<file path="config.mk">
export PLATFORM = sky130hd
export DESIGN_NAME = hack_alu_seq
export DESIGN_NICKNAME = d
export VERILOG_FILES = /design/src/rtl/hack_alu_pkg.sv /design/src/rtl/hack_alu_comb.sv /design/src/rtl/hack_alu_seq.sv
export SDC_FILE = /design/constraint.sdc
export NUM_CORES = 1
export LEC_CHECK = 0
export BUFFER_PORTS_ARGS = -buffer_cell sky130_fd_sc_hd__buf_2
export CORE_AREA = 2 2 140 142
export CTS_CLUSTER_SIZE = 20
export DETAILED_ROUTE_END_ITERATION = 10
export DIE_AREA = 0 0 142 144
export GPL_TIMING_DRIVEN = 1
export PLACE_DENSITY = 0.59
export REMOVE_ABC_BUFFERS = 1
export SLEW_MARGIN = 5
export SYNTH_ARGS = -nofsm -noshare
export SYNTH_HDL_FRONTEND = slang
export SYNTH_SLANG_ARGS = --single-unit
</file>
<file path="constraint.sdc">
create_clock -name clk -period 11.3 [get_ports clk]
set_input_delay 2.825 -clock clk [delete_from_list [all_inputs] [get_ports clk]]
set_output_delay 2.825 -clock clk [all_outputs]
set_load 0.1 [all_outputs]
</file>
<file path="src/rtl/hack_alu_pkg.sv">
// Shared types for the registered Hack ALU: mode and state encodings plus
// the captured command control word.
package hack_alu_pkg;

    typedef enum logic [1:0] {
        MODE_HACK = 2'd0,
        MODE_MUL  = 2'd1,
        MODE_SHL  = 2'd2,
        MODE_ASR  = 2'd3
    } mode_e;

    typedef enum logic [1:0] {
        IDLE = 2'd0,
        BUSY = 2'd1,
        HOLD = 2'd2
    } state_e;

    typedef struct packed {
        logic  zx;
        logic  nx;
        logic  zy;
        logic  ny;
        logic  f;
        logic  no;
        mode_e mode;
    } ctrl_t;

    localparam ctrl_t CTRL_RESET = '{zx: 1'b0, nx: 1'b0, zy: 1'b0, ny: 1'b0,
                                     f: 1'b0, no: 1'b0, mode: MODE_HACK};

endpackage

</file>
<file path="src/rtl/hack_alu_comb.sv">
// Combinational Hack ALU core: operand preprocessing, and/add with carry and
// overflow, barrel shifts, and the final invert/zero/negative stage.
module hack_alu_comb
    import hack_alu_pkg::*;
#(
    parameter int WIDTH = 16
) (
    input  logic [WIDTH-1:0] i_x,
    input  logic [WIDTH-1:0] i_y,
    input  logic             i_zx,
    input  logic             i_nx,
    input  logic             i_zy,
    input  logic             i_ny,
    input  logic             i_f,
    input  logic             i_no,
    input  logic [1:0]       i_mode,
    input  logic [WIDTH-1:0] i_acc,
    output logic [WIDTH-1:0] o_px,
    output logic [WIDTH-1:0] o_py,
    output logic [WIDTH-1:0] o_out,
    output logic             o_zr,
    output logic             o_ng,
    output logic             o_cout,
    output logic             o_ov
);

    localparam int SHW = $clog2(WIDTH);

    logic [WIDTH-1:0] w_px0;
    logic [WIDTH-1:0] w_py0;
    logic [WIDTH-1:0] w_px;
    logic [WIDTH-1:0] w_py;
    logic [WIDTH:0]   w_sum;
    logic [SHW-1:0]   w_sh;
    logic [WIDTH-1:0] w_r;
    logic [WIDTH-1:0] w_out;
    logic             w_cout;
    logic             w_ov;

    assign w_px0 = i_zx ? {WIDTH{1'b0}} : i_x;
    assign w_px  = i_nx ? ~w_px0 : w_px0;
    assign w_py0 = i_zy ? {WIDTH{1'b0}} : i_y;
    assign w_py  = i_ny ? ~w_py0 : w_py0;
    assign w_sum = {1'b0, w_px} + {1'b0, w_py};
    assign w_sh  = w_py[SHW-1:0];

    // Mode select; carry and overflow only carry meaning for the Hack add.
    always_comb begin
        w_r    = {WIDTH{1'b0}};
        w_cout = 1'b0;
        w_ov   = 1'b0;
        case (mode_e'(i_mode))
            MODE_HACK: begin
                if (i_f) begin
                    w_r    = w_sum[WIDTH-1:0];
                    w_cout = w_sum[WIDTH];
                    w_ov   = (w_px[WIDTH-1] == w_py[WIDTH-1]) &&
                             (w_sum[WIDTH-1] != w_px[WIDTH-1]);
                end else begin
                    w_r = w_px & w_py;
                end
            end
            MODE_MUL: w_r = i_acc;
            MODE_SHL: w_r = w_px << w_sh;
            MODE_ASR: w_r = $unsigned($signed(w_px) >>> w_sh);
            default:  w_r = {WIDTH{1'b0}};
        endcase
    end

    assign w_out  = i_no ? ~w_r : w_r;
    assign o_px   = w_px;
    assign o_py   = w_py;
    assign o_out  = w_out;
    assign o_zr   = (w_out == {WIDTH{1'b0}});
    assign o_ng   = w_out[WIDTH-1];
    assign o_cout = w_cout;
    assign o_ov   = w_ov;

endmodule

</file>
<file path="src/rtl/hack_alu_seq.sv">
// Registered Hack ALU with valid/ready handshakes, an iterative shift-add
// multiplier, and result hold under back-pressure.
module hack_alu_seq
    import hack_alu_pkg::*;
#(
    parameter int WIDTH = 16
) (
    input  logic             clk,
    input  logic             reset,
    input  logic             in_valid,
    output logic             in_ready,
    input  logic [WIDTH-1:0] x,
    input  logic [WIDTH-1:0] y,
    input  logic             zx,
    input  logic             nx,
    input  logic             zy,
    input  logic             ny,
    input  logic             f,
    input  logic             no,
    input  logic [1:0]       mode,
    output logic             out_valid,
    input  logic             out_ready,
    output logic [WIDTH-1:0] out,
    output logic             zr,
    output logic             ng,
    output logic             cout,
    output logic             ov
);

    localparam int SHW = $clog2(WIDTH);

    state_e           r_state;
    state_e           w_state_next;
    ctrl_t            r_ctrl;
    ctrl_t            w_in_ctrl;
    ctrl_t            w_sel_ctrl;
    logic [WIDTH-1:0] r_acc;
    logic [WIDTH-1:0] r_mcand;
    logic [WIDTH-1:0] r_mplier;
    logic [SHW-1:0]   r_cnt;
    logic [WIDTH-1:0] r_out;
    logic             r_zr;
    logic             r_ng;
    logic             r_cout;
    logic             r_ov;
    logic [WIDTH-1:0] w_acc_next;
    logic [WIDTH-1:0] w_px;
    logic [WIDTH-1:0] w_py;
    logic [WIDTH-1:0] w_res;
    logic             w_zr;
    logic             w_ng;
    logic             w_cout;
    logic             w_ov;
    logic             w_hs;
    logic             w_last;

    assign w_in_ctrl = '{zx: zx, nx: nx, zy: zy, ny: ny, f: f, no: no,
                         mode: mode_e'(mode)};
    // While multiplying, the shared core finishes with the captured command.
    assign w_sel_ctrl = (r_state == BUSY) ? r_ctrl : w_in_ctrl;
    assign w_hs       = in_valid && in_ready;
    assign w_last     = (r_state == BUSY) && (r_cnt == SHW'(WIDTH - 1));
    assign w_acc_next = r_acc + (r_mplier[0] ? r_mcand : {WIDTH{1'b0}});

    hack_alu_comb #(.WIDTH(WIDTH)) u_comb (
        .i_x    (x),
        .i_y    (y),
        .i_zx   (w_sel_ctrl.zx),
        .i_nx   (w_sel_ctrl.nx),
        .i_zy   (w_sel_ctrl.zy),
        .i_ny   (w_sel_ctrl.ny),
        .i_f    (w_sel_ctrl.f),
        .i_no   (w_sel_ctrl.no),
        .i_mode (w_sel_ctrl.mode),
        .i_acc  (w_acc_next),
        .o_px   (w_px),
        .o_py   (w_py),
        .o_out  (w_res),
        .o_zr   (w_zr),
        .o_ng   (w_ng),
        .o_cout (w_cout),
        .o_ov   (w_ov)
    );

    // State register.
    always_ff @(posedge clk) begin
        if (reset) begin
            r_state <= IDLE;
        end else begin
            r_state <= w_state_next;
        end
    end

    // Next-state logic; HOLD with a waiting command dispatches like IDLE.
    always_comb begin
        w_state_next = r_state;
        case (r_state)
            IDLE: begin
                if (w_hs) begin
                    w_state_next = (w_in_ctrl.mode == MODE_MUL) ? BUSY : HOLD;
                end else begin
                    w_state_next = IDLE;
                end
            end
            BUSY: begin
                if (w_last) begin
                    w_state_next = HOLD;
                end else begin
                    w_state_next = BUSY;
                end
            end
            HOLD: begin
                if (w_hs) begin
                    w_state_next = (w_in_ctrl.mode == MODE_MUL) ? BUSY : HOLD;
                end else if (out_ready) begin
                    w_state_next = IDLE;
                end else begin
                    w_state_next = HOLD;
                end
            end
            default: w_state_next = IDLE;
        endcase
    end

    // Handshake outputs decoded from state.
    always_comb begin
        in_ready  = 1'b0;
        out_valid = 1'b0;
        case (r_state)
            IDLE: in_ready = 1'b1;
            BUSY: in_ready = 1'b0;
            HOLD: begin
                in_ready  = out_ready;
                out_valid = 1'b1;
            end
            default: in_ready = 1'b0;
        endcase
    end

    // Command capture, multiplier iteration and result registers.
    always_ff @(posedge clk) begin
        if (reset) begin
            r_ctrl   <= CTRL_RESET;
            r_acc    <= {WIDTH{1'b0}};
            r_mcand  <= {WIDTH{1'b0}};
            r_mplier <= {WIDTH{1'b0}};
            r_cnt    <= {SHW{1'b0}};
            r_out    <= {WIDTH{1'b0}};
            r_zr     <= 1'b0;
            r_ng     <= 1'b0;
            r_cout   <= 1'b0;
            r_ov     <= 1'b0;
        end else if (w_hs) begin
            r_ctrl <= w_in_ctrl;
            if (w_in_ctrl.mode == MODE_MUL) begin
                r_acc    <= {WIDTH{1'b0}};
                r_mcand  <= w_px;
                r_mplier <= w_py;
                r_cnt    <= {SHW{1'b0}};
            end else begin
                r_out  <= w_res;
                r_zr   <= w_zr;
                r_ng   <= w_ng;
                r_cout <= w_cout;
                r_ov   <= w_ov;
            end
        end else if (r_state == BUSY) begin
            r_acc    <= w_acc_next;
            r_mcand  <= r_mcand << 1;
            r_mplier <= r_mplier >> 1;
            r_cnt    <= r_cnt + SHW'(1);
            if (w_last) begin
                r_out  <= w_res;
                r_zr   <= w_zr;
                r_ng   <= w_ng;
                r_cout <= w_cout;
                r_ov   <= w_ov;
            end else begin
                r_out <= r_out;
            end
        end else begin
            r_out <= r_out;
        end
    end

    assign out  = r_out;
    assign zr   = r_zr;
    assign ng   = r_ng;
    assign cout = r_cout;
    assign ov   = r_ov;

endmodule

</file>
==> impl.org, run 1 <==
** Run status
- Result of the run :: complete, no violations

** Layout
- The final layout contains 1256 nets.
- After routing the design area is 9180 um^2.
- Of the cells placed in the final design, the portion with a size suffix greater than 1 is 11.4%.
- Area growth, synth to finish :: 8.95%
- Most used cells in the layout excluding fill and tap cells :: sky130_fd_sc_hd__nand2_1 (163), sky130_fd_sc_hd__a21oi_1 (125), sky130_fd_sc_hd__nor2_1 (90)
- Most common cell after layout, fill and taps aside :: sky130_fd_sc_hd__nand2_1
- Final core area utilization :: 48.1%

** Critical path
- CP Class :: input pin to flop
- The number of cells on the worst reg-to-reg path is 19.
- Startpoint type of the worst setup path :: input pin
- The critical path contains buffers and inverters numbering 4 combined.
- Required time worst endpoint :: 11580 ps
- On the worst path, the slowest cell contributes a delay of 390 ps.
- The critical path goes through buf_2 > inv_1 > o211a_1 > xor2_2 > buf_4 > inv_2 > ha_1 > a21o_1 > a21oi_1 > or4_1 > nand4_1 > a211o_1 > a41oi_1 > mux2i_1 > o211ai_1 > xnor2_1 > or2_2 > o31ai_2.
- The worst setup path is captured at a flop.
- Along the worst path, the maximum fanout reaches 38.
- For this design, the slowest cell found on the critical path is sky130_fd_sc_hd__ha_1.
- Kind of cell with the highest combined delay on the critical path :: compound AO/OA/AOI/OAI gates
- For the worst setup path, the data arrival time is 7320 ps.
- End of the worst register-to-register path :: zr
- In this run the critical register-to-register path is launched from r_state[0].
- Worst setup slack for register-to-register paths :: 5320 ps

** Logic synthesis
- Cells after Synth :: 1161
- Synth Register Bits :: 81
- Predominant post-synthesis flop cell :: sky130_fd_sc_hd__dfxtp_1
- Number of synthesized flops with an enable pin :: 0
- Distinct cell type count of the synthesized netlist :: 82
- The Yosys step of the flow raised 0 warnings.
- Mean Syn Cell Area :: 7.26 um^2
- Seq/Total Area, Yosys :: 19.2%
- Asr flop ratio synth :: 0%
- After synthesis the cells add up to 8430 um^2.

** Detailed routing
- Dividing the detail-routed via count by the number of cells gives 6.43.
- TritonRoute pass-1 iters :: 6
- After the first detailed-routing iteration, the DRC count stood at 991.
- Post-route DRC violation count :: 0
- Dividing the detail-routed wire length by the instance count gives 22.5 um.
- Vias :: 9149
- DRT Wirelength :: 32.1 mm
- Once detail routing completed, the nets flagged for antenna violations numbered 0.

** Clocking
- Hold bufs inserted after CTS :: 0
- The root buffer cell chosen for the clock tree is sky130_fd_sc_hd__clkbuf_16.
- Counting along the longest clock path gives a buffer depth of 2.
- Buffers added to address setup during post-CTS repair amount to 0.
- TritonCTS built the clock tree.
- Resize count post-CTS :: 0
- Clock-pin slew was measured on the worst setup and hold paths at 70 ps.
- CTS Sinks :: 81
- CTS H-Tree Depth :: 3
- Number of buffers created by CTS :: 9
- Clock latency on the worst-skew pair, taken at its later pin, is 370 ps.

** STA
- The number of hold violations in the final report is 0.
- For this run, the top clock speed supported by timing is 142 MHz.
- RSZ-0062 raised after global routing :: false
- For the finished layout, the period the worst path requires is 7040 ps.
- The number of max-slew violations in the final report was 0.
- Total of endpoints with negative setup slack in the final report :: 0
- Final setup slack of the worst path :: 4260 ps
- Adding up every negative setup slack in the final design gives 0 ps.
- At the pin with the least slew margin, the transition time is 974 ps.
- The worst path uses 62.3% of the clock period.
- Slew margin rel. :: 34.7%
- The clock arrives with 24.1 ps of skew.

** Power and ir drop
- Worst VDD drop :: 0.0000848 V
- Leakage power summed over all cells :: 3.55 nW
- Registers are responsible for 26.0% of the overall power.
- Share of power burned in the clock network :: 25.4%
- Internal power :: 0.644 mW
- Summed over all nets, the switching power comes to 0.550 mW.
- Per report_power, the combinational group accounts for 48.6% of the total.
- Switching Share :: 46.0%
- Dividing total power by cell area gives a power density of 130 nW/um^2.

** Place
- Input and output buffers added on the ports amount to 65.
- OpenSTA, run right after detailed placement, puts the worst setup slack at 3980 ps.
- Cell Area, Placed :: 8890 um^2
- Final HPWL from detailed placement :: 24.1 mm
- RD Place Congestion :: 1.02

** GRT
- For this run the aggregate overflow at the end of global routing stands at 0.
- The via count of the first global-routing pass came to 8367.
- The initial antenna violation count is 2.
- Entering global routing, the biggest net connects 83 pins.
- The first global-routing pass estimated 49.3 mm of wire.
- Global routing used 31.5% of the available tracks across all layers.

** Floorplan
- During I/O placement, the number of pins put on the boundary was 66.
- Measured along the x axis, the die boundary spans 142 um.
- The die covers 20400 um^2.
- Floorplan die height :: 144 um
- After floorplanning, the core was divided into 51 placement rows.
- The initial utilization of the core area, before any placement, comes to 44.2%.
- Core footprint :: 19100 um^2

** Min path
- In this run the worst hold path is classified as flop to flop.
- Number of cells on the worst hold path :: 2
- The path with the worst hold slack has its endpoint at out[11].
- Worst Hold Launch :: out[11]

** Job
- Max-cap violation count :: 0
==> how the worst max path moves through the flow <==
stage	startpoint	endpoint	slack [ps]	depth (start not counted)
3_3_place_gp	zy	zr	4060	19
6_report	zy	zr	4260	18
5_1_grt	zy	zr	4010	18
2_1_floorplan	r_state[0]	zr	3800	15
4_1_cts	zy	zr	4340	18
3_5_place_dp	zy	zr	3980	18
==> cells by family after synthesis <==
kind of cell               Yosys count  share of synthesized area [%]
xor gates and xnor gates            90                           9.83
DFF                                 81                           19.2
buffers and inverters               93                           4.66
and+or+nand+nor                    414                           22.6
adders and majority gates           35                           5.37
AOI/OAI and AO/OA                  388                           30.5
muxes                               60                           7.85
==> power by group through the flow <==
stage	Clock [mW]	Sequential, mW	Combinational, mW
after floorplan	0	0.363	0.351
after global placement	0	0.316	0.571
after detailed placement	0	0.317	0.564
after CTS	0.310	0.310	0.567
after global routing	0.321	0.312	0.619
final	0.303	0.310	0.581
==> sequential cells by signal, summed over array words and instances, names as in the netlist <==
signal    flops
zr            1
cout          1
out          16
r_state       2
r_mcand      16
r_acc        16
ov            1
r_mplier     16
r_cnt         4
r_ctrl        8
==> synthesized netlist by cell type (7+ instances only) <==
cell type | n | share of area, %
sky130_fd_sc_hd__nand2_1 | 163 | 7.3
sky130_fd_sc_hd__a21oi_1 | 125 | 7.4
sky130_fd_sc_hd__nor2_1 | 92 | 4.1
sky130_fd_sc_hd__dfxtp_1 | 81 | 19
sky130_fd_sc_hd__xnor2_1 | 65 | 6.8
sky130_fd_sc_hd__o21ai_0 | 49 | 2.9
sky130_fd_sc_hd__clkbuf_1 | 47 | 2.1
sky130_fd_sc_hd__mux2i_1 | 44 | 5.2
sky130_fd_sc_hd__nand3_1 | 39 | 2.3
sky130_fd_sc_hd__ha_1 | 33 | 4.9
sky130_fd_sc_hd__a22oi_1 | 30 | 2.7
sky130_fd_sc_hd__nor3_1 | 28 | 1.7
sky130_fd_sc_hd__and2_1 | 24 | 1.8
sky130_fd_sc_hd__a211oi_1 | 22 | 2.0
sky130_fd_sc_hd__xor2_1 | 22 | 2.3
sky130_fd_sc_hd__o211ai_1 | 20 | 1.8
sky130_fd_sc_hd__a31oi_1 | 14 | 1.0
sky130_fd_sc_hd__buf_1 | 14 | 0.62
sky130_fd_sc_hd__buf_2 | 12 | 0.71
sky130_fd_sc_hd__nor2b_1 | 12 | 0.89
sky130_fd_sc_hd__a221oi_1 | 11 | 1.1
sky130_fd_sc_hd__inv_1 | 11 | 0.49
sky130_fd_sc_hd__mux2_2 | 10 | 1.3
sky130_fd_sc_hd__o21a_1 | 10 | 0.89
sky130_fd_sc_hd__o21ai_1 | 10 | 0.59
sky130_fd_sc_hd__a21o_1 | 9 | 0.80
sky130_fd_sc_hd__a211o_1 | 8 | 0.83
sky130_fd_sc_hd__and3_1 | 8 | 0.59
sky130_fd_sc_hd__or3_1 | 8 | 0.59
sky130_fd_sc_hd__a2111oi_0 | 7 | 0.73
sky130_fd_sc_hd__nand2b_1 | 7 | 0.52
sky130_fd_sc_hd__nand4_1 | 7 | 0.52
sky130_fd_sc_hd__o211a_1 | 7 | 0.83
sky130_fd_sc_hd__o221ai_1 | 7 | 0.73
sky130_fd_sc_hd__o22ai_1 | 7 | 0.52
==> metrics by stage <==
stage | instances | power [mW] | hold WS (ps)
after floorplan | 1083 | 0.714 | 439
after global placement | 1404 | 0.887 | 438
after detailed placement | 1404 | 0.881 | 441
after CTS | 1420 | 1.19 | 452
after global routing | 1420 | 1.25 | 472
final | 1422 | 1.19 | 448
==> final cells by class <==
class / count / area, um^2
multi-input combinational: 987 / 6450
timing repair buffer: 83 / 460
clock inverter: 6 / 51.3
antenna: 2 / 5.00
fill: 1967 / 9900
inverter: 15 / 58.8
tap: 238 / 298
clock buffer: 10 / 239
sequential: 81 / 1620
==> metal layers <==
metal / global-route usage [%] / up-vias / wire length [um]
met5: 0 / - / 0
met3: 6.19 / 77 / 2540
met1: 42.8 / 4330 / 14000
met4: 13.1 / 0 / 1280
li1: - / 4342 / -
met2: 49.0 / 400 / 14200
==> worst reg2reg max path: stages, from the launching register on <==
cell	delay [ps]
sky130_fd_sc_hd__dfxtp_1	610
sky130_fd_sc_hd__nor2b_4	270
sky130_fd_sc_hd__buf_4	390
sky130_fd_sc_hd__buf_4	540
sky130_fd_sc_hd__o211a_1	330
sky130_fd_sc_hd__xor2_2	140
sky130_fd_sc_hd__buf_4	350
sky130_fd_sc_hd__inv_2	360
sky130_fd_sc_hd__ha_1	410
sky130_fd_sc_hd__a21o_1	170
sky130_fd_sc_hd__a21oi_1	280
sky130_fd_sc_hd__or4_1	190
sky130_fd_sc_hd__nand4_1	150
sky130_fd_sc_hd__a211o_1	370
sky130_fd_sc_hd__a41oi_1	270
sky130_fd_sc_hd__mux2i_1	270
sky130_fd_sc_hd__o211ai_1	150
sky130_fd_sc_hd__xnor2_1	160
sky130_fd_sc_hd__or2_2	300
sky130_fd_sc_hd__o31ai_2	200
No activity file was read; power rests on OpenSTA's default activity.
==> inputs of run 2 (changes only) <==
Settings changed: PLACE_DENSITY 0.59 to 0.62.
Clock period 11.3 ns to 6 ns, I/O delays scaled along.
==> impl.org, run 2 (synthesis results as in run 1) <==
** Layout
- The proportion of layout cells with a drive suffix above 1 was 12.6% (+1.2 points).
- Final cell count without fillers :: 1437 (+1.1%)
- Antenna Cells :: 0 (-2)
- Area growth, synth to finish :: 11.1%
- Number of nets in the finished design :: 1274 (+1.4%)
- Total of fill cells in the finished design :: 1963 (-0.20%)
- The final core utilization came to 49.1% (+0.93 points).
- The top cell types in the final layout, fill and taps aside, are sky130_fd_sc_hd__nand2_1 (163), sky130_fd_sc_hd__a21oi_1 (125), sky130_fd_sc_hd__nor2_1 (90).
- Final instance area :: 9360 um^2 (+1.9%)
- Most common cell after layout, fill and taps aside :: sky130_fd_sc_hd__nand2_1

** STA
- Final setup slack of the worst path :: 629 ps (-3630 ps)
- The headroom to the max-slew limit is 37.1% (+2.5 points).
- Number of max-slew violations in the final report :: 0 (unchanged)
- Hold Slack :: 448 ps (+0.318 ps)
- The worst clock skew is 14.7 ps (-9.41 ps).
- For this run, the top clock speed supported by timing is 186 MHz.
- Clock period minus final worst setup slack :: 5370 ps
- Final Hold Viols :: 0 (unchanged)
- The setup TNS came to 0 ps (unchanged).
- RSZ-0062 raised after global routing :: false
- Final critical-path share of the clock period :: 89.5%
- The number of endpoints failing setup at the final stage was 0 (unchanged).
- Worst Max-Slew Pin Slew :: 917 ps (-57.4 ps)

** Critical path
- STA classifies the critical path endpoint as a flop.
- The setup path with the least slack is of type input pin to flop.
- Required time worst endpoint :: 6260 ps (-5320 ps)
- The critical path goes through buf_2 > inv_1 > o211ai_2 > xnor2_4 > inv_4 > ha_1 > inv_1 > fa_1 > nand2b_1 > o211ai_1 > o21ai_0 > o211ai_1 > and2_1 > o21ai_0 > or3_1 > a222oi_1 > o2111ai_1 > o31ai_2.
- The register-to-register setup slack is 940 ps (-4380 ps).
- The worst endpoint data arrival time was 5630 ps (-1690 ps).
- Worst Path Max Fanout :: 12 (-68%)
- The slowest stage of the critical path belongs to the cell sky130_fd_sc_hd__fa_1.
- The stage delay of the slowest cell on the critical path is 400 ps (about the same).
- STA classifies the critical path startpoint as an input pin.

** Job
- The count of maximum capacitance violations was 0 (unchanged).

** GRT
- Via count of the first global-routing pass :: 8527 (+1.9%)
- Pin count of the biggest net entering global routing :: 46 (-45%)
- The overall track demand over capacity in global routing is 30.9% (-0.59 points).
- The initial antenna violation count came to 0 (-2).
- Global-route wire length before repair :: 48.8 mm (-1.0%)
- The total congestion overflow after global routing is 0 (unchanged).

** Place
- Cell Area, Placed :: 9030 um^2 (+1.6%)
- Final HPWL from detailed placement :: 24.5 mm (+1.6%)
- Worst setup timing slack at the placement stage :: 370 ps (-3610 ps)
- The total of buffers placed on input and output ports came to 65 (unchanged).
- The final weighted congestion in routability-driven placement is 0.994 (-2.8%).
- The cell count after placement was 1422 (+1.3%).

** Floorplan
- The full die area was 20400 um^2 (unchanged).
- The I/O pin total came to 66 (unchanged).
- Initial cell density of the core :: 44.2% (unchanged)
- The core area is 19100 um^2 (unchanged).
- Floorplan die height :: 144 um (unchanged)
- The horizontal die dimension was 142 um (unchanged).
- The number of core rows was 51 (unchanged).

** Power and ir drop
- The total power density per cell area came to 251 nW/um^2 (+93%).
- Leakage power summed over all cells :: 3.67 nW (+3.3%)
- The total power of the final layout was 2.35 mW (+97%).
- Worst VDD drop :: 0.000168 V (+98%)

** Clocking
- The clock latency on the worst-skew pair is 350 ps (-20 ps).
- Clock root buffer master :: sky130_fd_sc_hd__clkbuf_16
- TritonCTS clock tree :: yes
- The number of clock sinks came to 81 (unchanged).
- Hold bufs inserted after CTS :: 0 (unchanged)
- The deepest level of the CTS H-tree came to 3 (unchanged).
- Number of buffers created by CTS :: 9 (unchanged)
- Reg clk slew, reported paths :: 60 ps (about the same)
- The buffers inserted during post-CTS setup optimization was 0 (unchanged).
- The clock tree buffer depth is 2 (unchanged).
- The quantity of gates resized following cts was 0 (unchanged).

** Run status
- The flow ran to the end, and the final reports show no timing, DRC or antenna violations.

** Detailed routing
- Post-route DRC violation count :: 0 (unchanged)
- TritonRoute pass-1 iters :: 6 (unchanged)
- Vias :: 9161 (+0.13%)
- The number of violations reported at the end of detailed-routing iteration 0 came to 772 (-22%).
- The total wire length was 31.7 mm (-1.2%).
- Routed WL per cell :: 22.0 um (-2.2%)
- Via density per instance :: 6.38 (-0.91%)
- The number of nets still failing antenna checks after routing came to 0 (unchanged).

** Min path
- The min-delay analysis places its worst path in the category flop to flop.
[run 2: cell count changes in the layout (fill, tap and decap cells not counted), sizes merged]
cell / previous run / this run
clkinvlp: 3 / 0
diode: 2 / 0
inv: 17 / 16
bufinv: 0 / 3
buf: 83 / 101
[run 2: final cells by class]
| cell class | instances | area, um^2 | area share (%) |
|---|---|---|---|
| well taps | 238 | 298 | 3.18 |
| multi-input cells | 987 | 6450 | 69.0 |
| clock inverters | 5 | 104 | 1.11 |
| flip-flops and latches | 81 | 1620 | 17.3 |
| clock buffers | 10 | 229 | 2.45 |
| inverters | 15 | 58.8 | 0.628 |
| repair buffers | 101 | 596 | 6.36 |
[run 2: worst paths after layout]
| check | to | depth (start not counted) | start |
|---|---|---|---|
| setup / recovery | zr | 18 | zy |
| hold / removal | out[13] | 2 | out[13] |
| setup reg to reg | zr | 16 | r_state[1] |
| hold reg to reg | out[13] | 2 | out[13] |
[run 2: critical path: cells and delay by family]
family / cells / cell delay [ps]
and+or+nand+nor: 3 / 790
adders and majority gates: 2 / 580
buffers and inverters: 4 / 560
AOI/OAI and AO/OA: 8 / 1980
xor gates and xnor gates: 1 / 220
[run 2: power by group]
group / switching [mW] / internal (mW)
registers: 0.0193 / 0.564
clock network: 0.244 / 0.406
logic: 0.747 / 0.370
[run 2: layer usage]
metal  up-vias  track usage, %  wire length [um]
li1       4357               -                 -
met1      4375            42.7             14200
met2       371            48.4             14000
met3        58            4.97              2450
met4         0            12.1              1070
met5         -               0                 0
==> inputs of run 3 (changes only) <==
Settings changed: BUFFER_PORTS_ARGS -buffer_cell sky130_fd_sc_hd__buf_2 to unset, DONT_BUFFER_PORTS set to 1, PLACE_DENSITY 0.62 to 0.58.
==> impl.org, run 3 (synthesis results as in run 1) <==
** Run status
- Result of the run :: complete, no violations

** Detailed routing
- Routed WL per cell :: 22.5 um (+2.0%)
- Post-route antenna net violation count :: 0 (unchanged)
- Vias :: 8846 (-3.4%)
- DRT Wirelength :: 31.1 mm (-2.0%)
- TritonRoute pass-1 iters :: 5 (-1)
- Number of violations reported at the end of detailed-routing iteration 0 :: 795 (+3.0%)
- The remaining routing DRC violations is 0 (unchanged).
- The via density per instance came to 6.41 (+0.48%).

** Layout
- Final cell count without fillers :: 1381 (-3.9%)
- The library cell used most frequently in the layout, excluding fill and tap cells, is sky130_fd_sc_hd__nand2_1.
- The count of fill cells added during filler insertion is 2000 (+1.9%).
- The final antenna diode count is 0 (unchanged).
- The proportion of layout cells with a drive suffix above 1 was 8.49% (-4.1 points).
- Most used cells in the layout excluding fill and tap cells :: sky130_fd_sc_hd__nand2_1 (163), sky130_fd_sc_hd__a21oi_1 (125), sky130_fd_sc_hd__nor2_1 (89)
- Number of nets in the finished design :: 1217 (-4.5%)
- Relative to the synthesized area, the layout overhead comes to 7.35%.

** Clocking
- Clock Tree Buf Depth :: 2 (unchanged)
- Worst-Skew Late Latency :: 350 ps (about the same)
- Resize count post-CTS :: 0 (unchanged)
- Number of buffers created by CTS :: 9 (unchanged)
- Hold bufs inserted after CTS :: 0 (unchanged)
- CTS Sinks :: 81 (unchanged)
- TritonCTS clock tree :: yes
- CTS H-Tree Depth :: 3 (unchanged)
- Clock root buffer master :: sky130_fd_sc_hd__clkbuf_16
- Buffer count from post-CTS setup fixing :: 0 (unchanged)
- The clock edge transition at the registers on the reported setup and hold paths came to 60 ps (about the same).

** Critical path
- The largest individual stage delay along the critical path comes from the cell sky130_fd_sc_hd__a21oi_1.
- The signal on the critical path passes through a21oi_1 > nand2_1 > xnor2_1 > ha_1 > inv_1 > fa_1 > nand2b_1 > o211ai_1 > o21ai_0 > o211ai_1 > and2_1 > o21ai_0 > or3_1 > a222oi_1 > o2111ai_1 > o31ai_2.
- The critical-path maximum fanout is 11 (-1).
- The count of buffering cells on the critical path with inverters included is 1 (-3).
- The worst register-to-register path begins at r_state[0].
- In this run the worst setup path begins at zx.
- Data arrival time of the critical path :: 5460 ps (-170 ps)
- The stage delay of the slowest cell on the critical path is 390 ps (about the same).
- CP Class :: input pin to flop
- Capturing element type of the critical path :: flop
- Kind of cell with the highest combined delay on the critical path :: compound AO/OA/AOI/OAI gates
- The endpoint required time on the critical path came to 6270 ps (about the same).
- The worst setup path is launched from an input pin.

** Floorplan
- The die height came to 144 um (unchanged).
- Row count :: 51 (unchanged)
- The horizontal die dimension came to 142 um (unchanged).
- The I/O pin total is 66 (unchanged).
- Initial cell density of the core :: 44.2% (unchanged)
- Core footprint :: 19100 um^2 (unchanged)
- Area enclosed by the die boundary :: 20400 um^2 (unchanged)

** STA
- Slew margin rel. :: 28.9% (-8.2 points)
- The period utilization is 86.5% (-3.0 points).
- Maximum clock skew at final layout :: 4.89 ps (-9.76 ps)
- The number of max-slew violations in the final report was 0 (unchanged).
- Worst Max-Slew Pin Slew :: 1060 ps (+144 ps)
- Clock period minus final worst setup slack :: 5190 ps (-182 ps)
- The timing-limited maximum frequency was 193 MHz (+3.5%).
- The number of hold violations in the final report came to 0 (unchanged).
- RSZ-0062 raised after global routing :: false
- The number of endpoints failing setup at the final stage is 0 (unchanged).

** GRT
- The via count of the first global-routing pass was 8266 (-3.1%).
- The pin count of the biggest net entering global routing came to 83 (+80%).
- Antenna violations before repair :: 0 (unchanged)
- GR Overflow Total :: 0 (unchanged)
- Global-route wire length before repair :: 47.8 mm (-2.0%)
- Total GRT Usage :: 30.4% (-0.48 points)

** Power and ir drop
- The total power of the final layout is 2.19 mW (-6.7%).
- The total power density per cell area is 242 nW/um^2 (-3.4%).
- The maximum resistive drop on vdd came to 0.000151 V (-10%).
- Leakage power summed over all cells :: 3.39 nW (-7.5%)

** Place
- RD Place Congestion :: 1.02 (+2.6%)
- Final HPWL from detailed placement :: 24.2 mm (-1.4%)
- The total of buffers placed on input and output ports was 0 (-100%).
- The cell count after placement is 1365 (-4.0%).

** Min path
- Min-Delay Path Class :: flop to flop
- The worst hold path begins at r_ctrl[3].

** Job
- Max-cap violation count :: 0 (unchanged)
-- run 3: cell types whose count changed in the layout (fill, tap and decap cells not counted), moves of 2 or more --
cell / change
sky130_fd_sc_hd__buf_2: -65
sky130_fd_sc_hd__buf_4: +8
sky130_fd_sc_hd__bufinv_16: -3
sky130_fd_sc_hd__clkbuf_8: +2
sky130_fd_sc_hd__clkinvlp_4: +2
sky130_fd_sc_hd__nor2_2: +2
-- run 3: worst paths after layout --
check             slack [ps]  cells past startpoint         to
setup / recovery         810                     16         zr
setup reg to reg         980                     17         zr
hold / removal           470                      2  r_ctrl[3]
hold reg to reg          470                      2  r_ctrl[3]
-- run 3: through the flow --
step                      util (%)  setup TNS, ps  instance area, um^2  hold WS [ps]  setup WS (ps)
after floorplan                  -         -16630                 8100           439          -1500
after global routing          47.4              0                 9050           480            471
after global placement        45.9              0                 8760           450            597
after detailed placement      45.9              0                 8760           459            531
final                         47.4              0                 9050           466            811
after CTS                     47.4              0                 9050           468            887
-- run 3: cell type report --
cell class	count	area [um^2]	share of cell area, %
clock buffer	13	260	2.88
inverter	15	58.8	0.650
sequential	81	1620	17.9
multi-input combinational	987	6450	71.3
tap	238	298	3.29
timing repair buffer	44	330	3.65
clock inverter	3	23.8	0.263
-- run 3: tightest hold or removal path, stage by stage, from the launching register on --
cell and delay [ps]:
sky130_fd_sc_hd__dfxtp_1 320, sky130_fd_sc_hd__nand2_1 60, sky130_fd_sc_hd__a21oi_1 50
-- run 3: report_power, final --
part / leakage [nW] / switching [mW] / internal (mW)
clock: 0.132 / 0.231 / 0.305
sequential: 0.659 / 0.116 / 0.564
combinational: 2.60 / 0.617 / 0.360
total: 3.39 / 0.964 / 1.23
-- run 3: per-layer routing --
metal	routed length (um)	vias up	GRT usage (%)
met3	2560	65	6.16
met4	1100	0	11.6
met5	0	-	0
li1	-	4253	-
met1	13800	4164	41.1
met2	13600	364	48.0
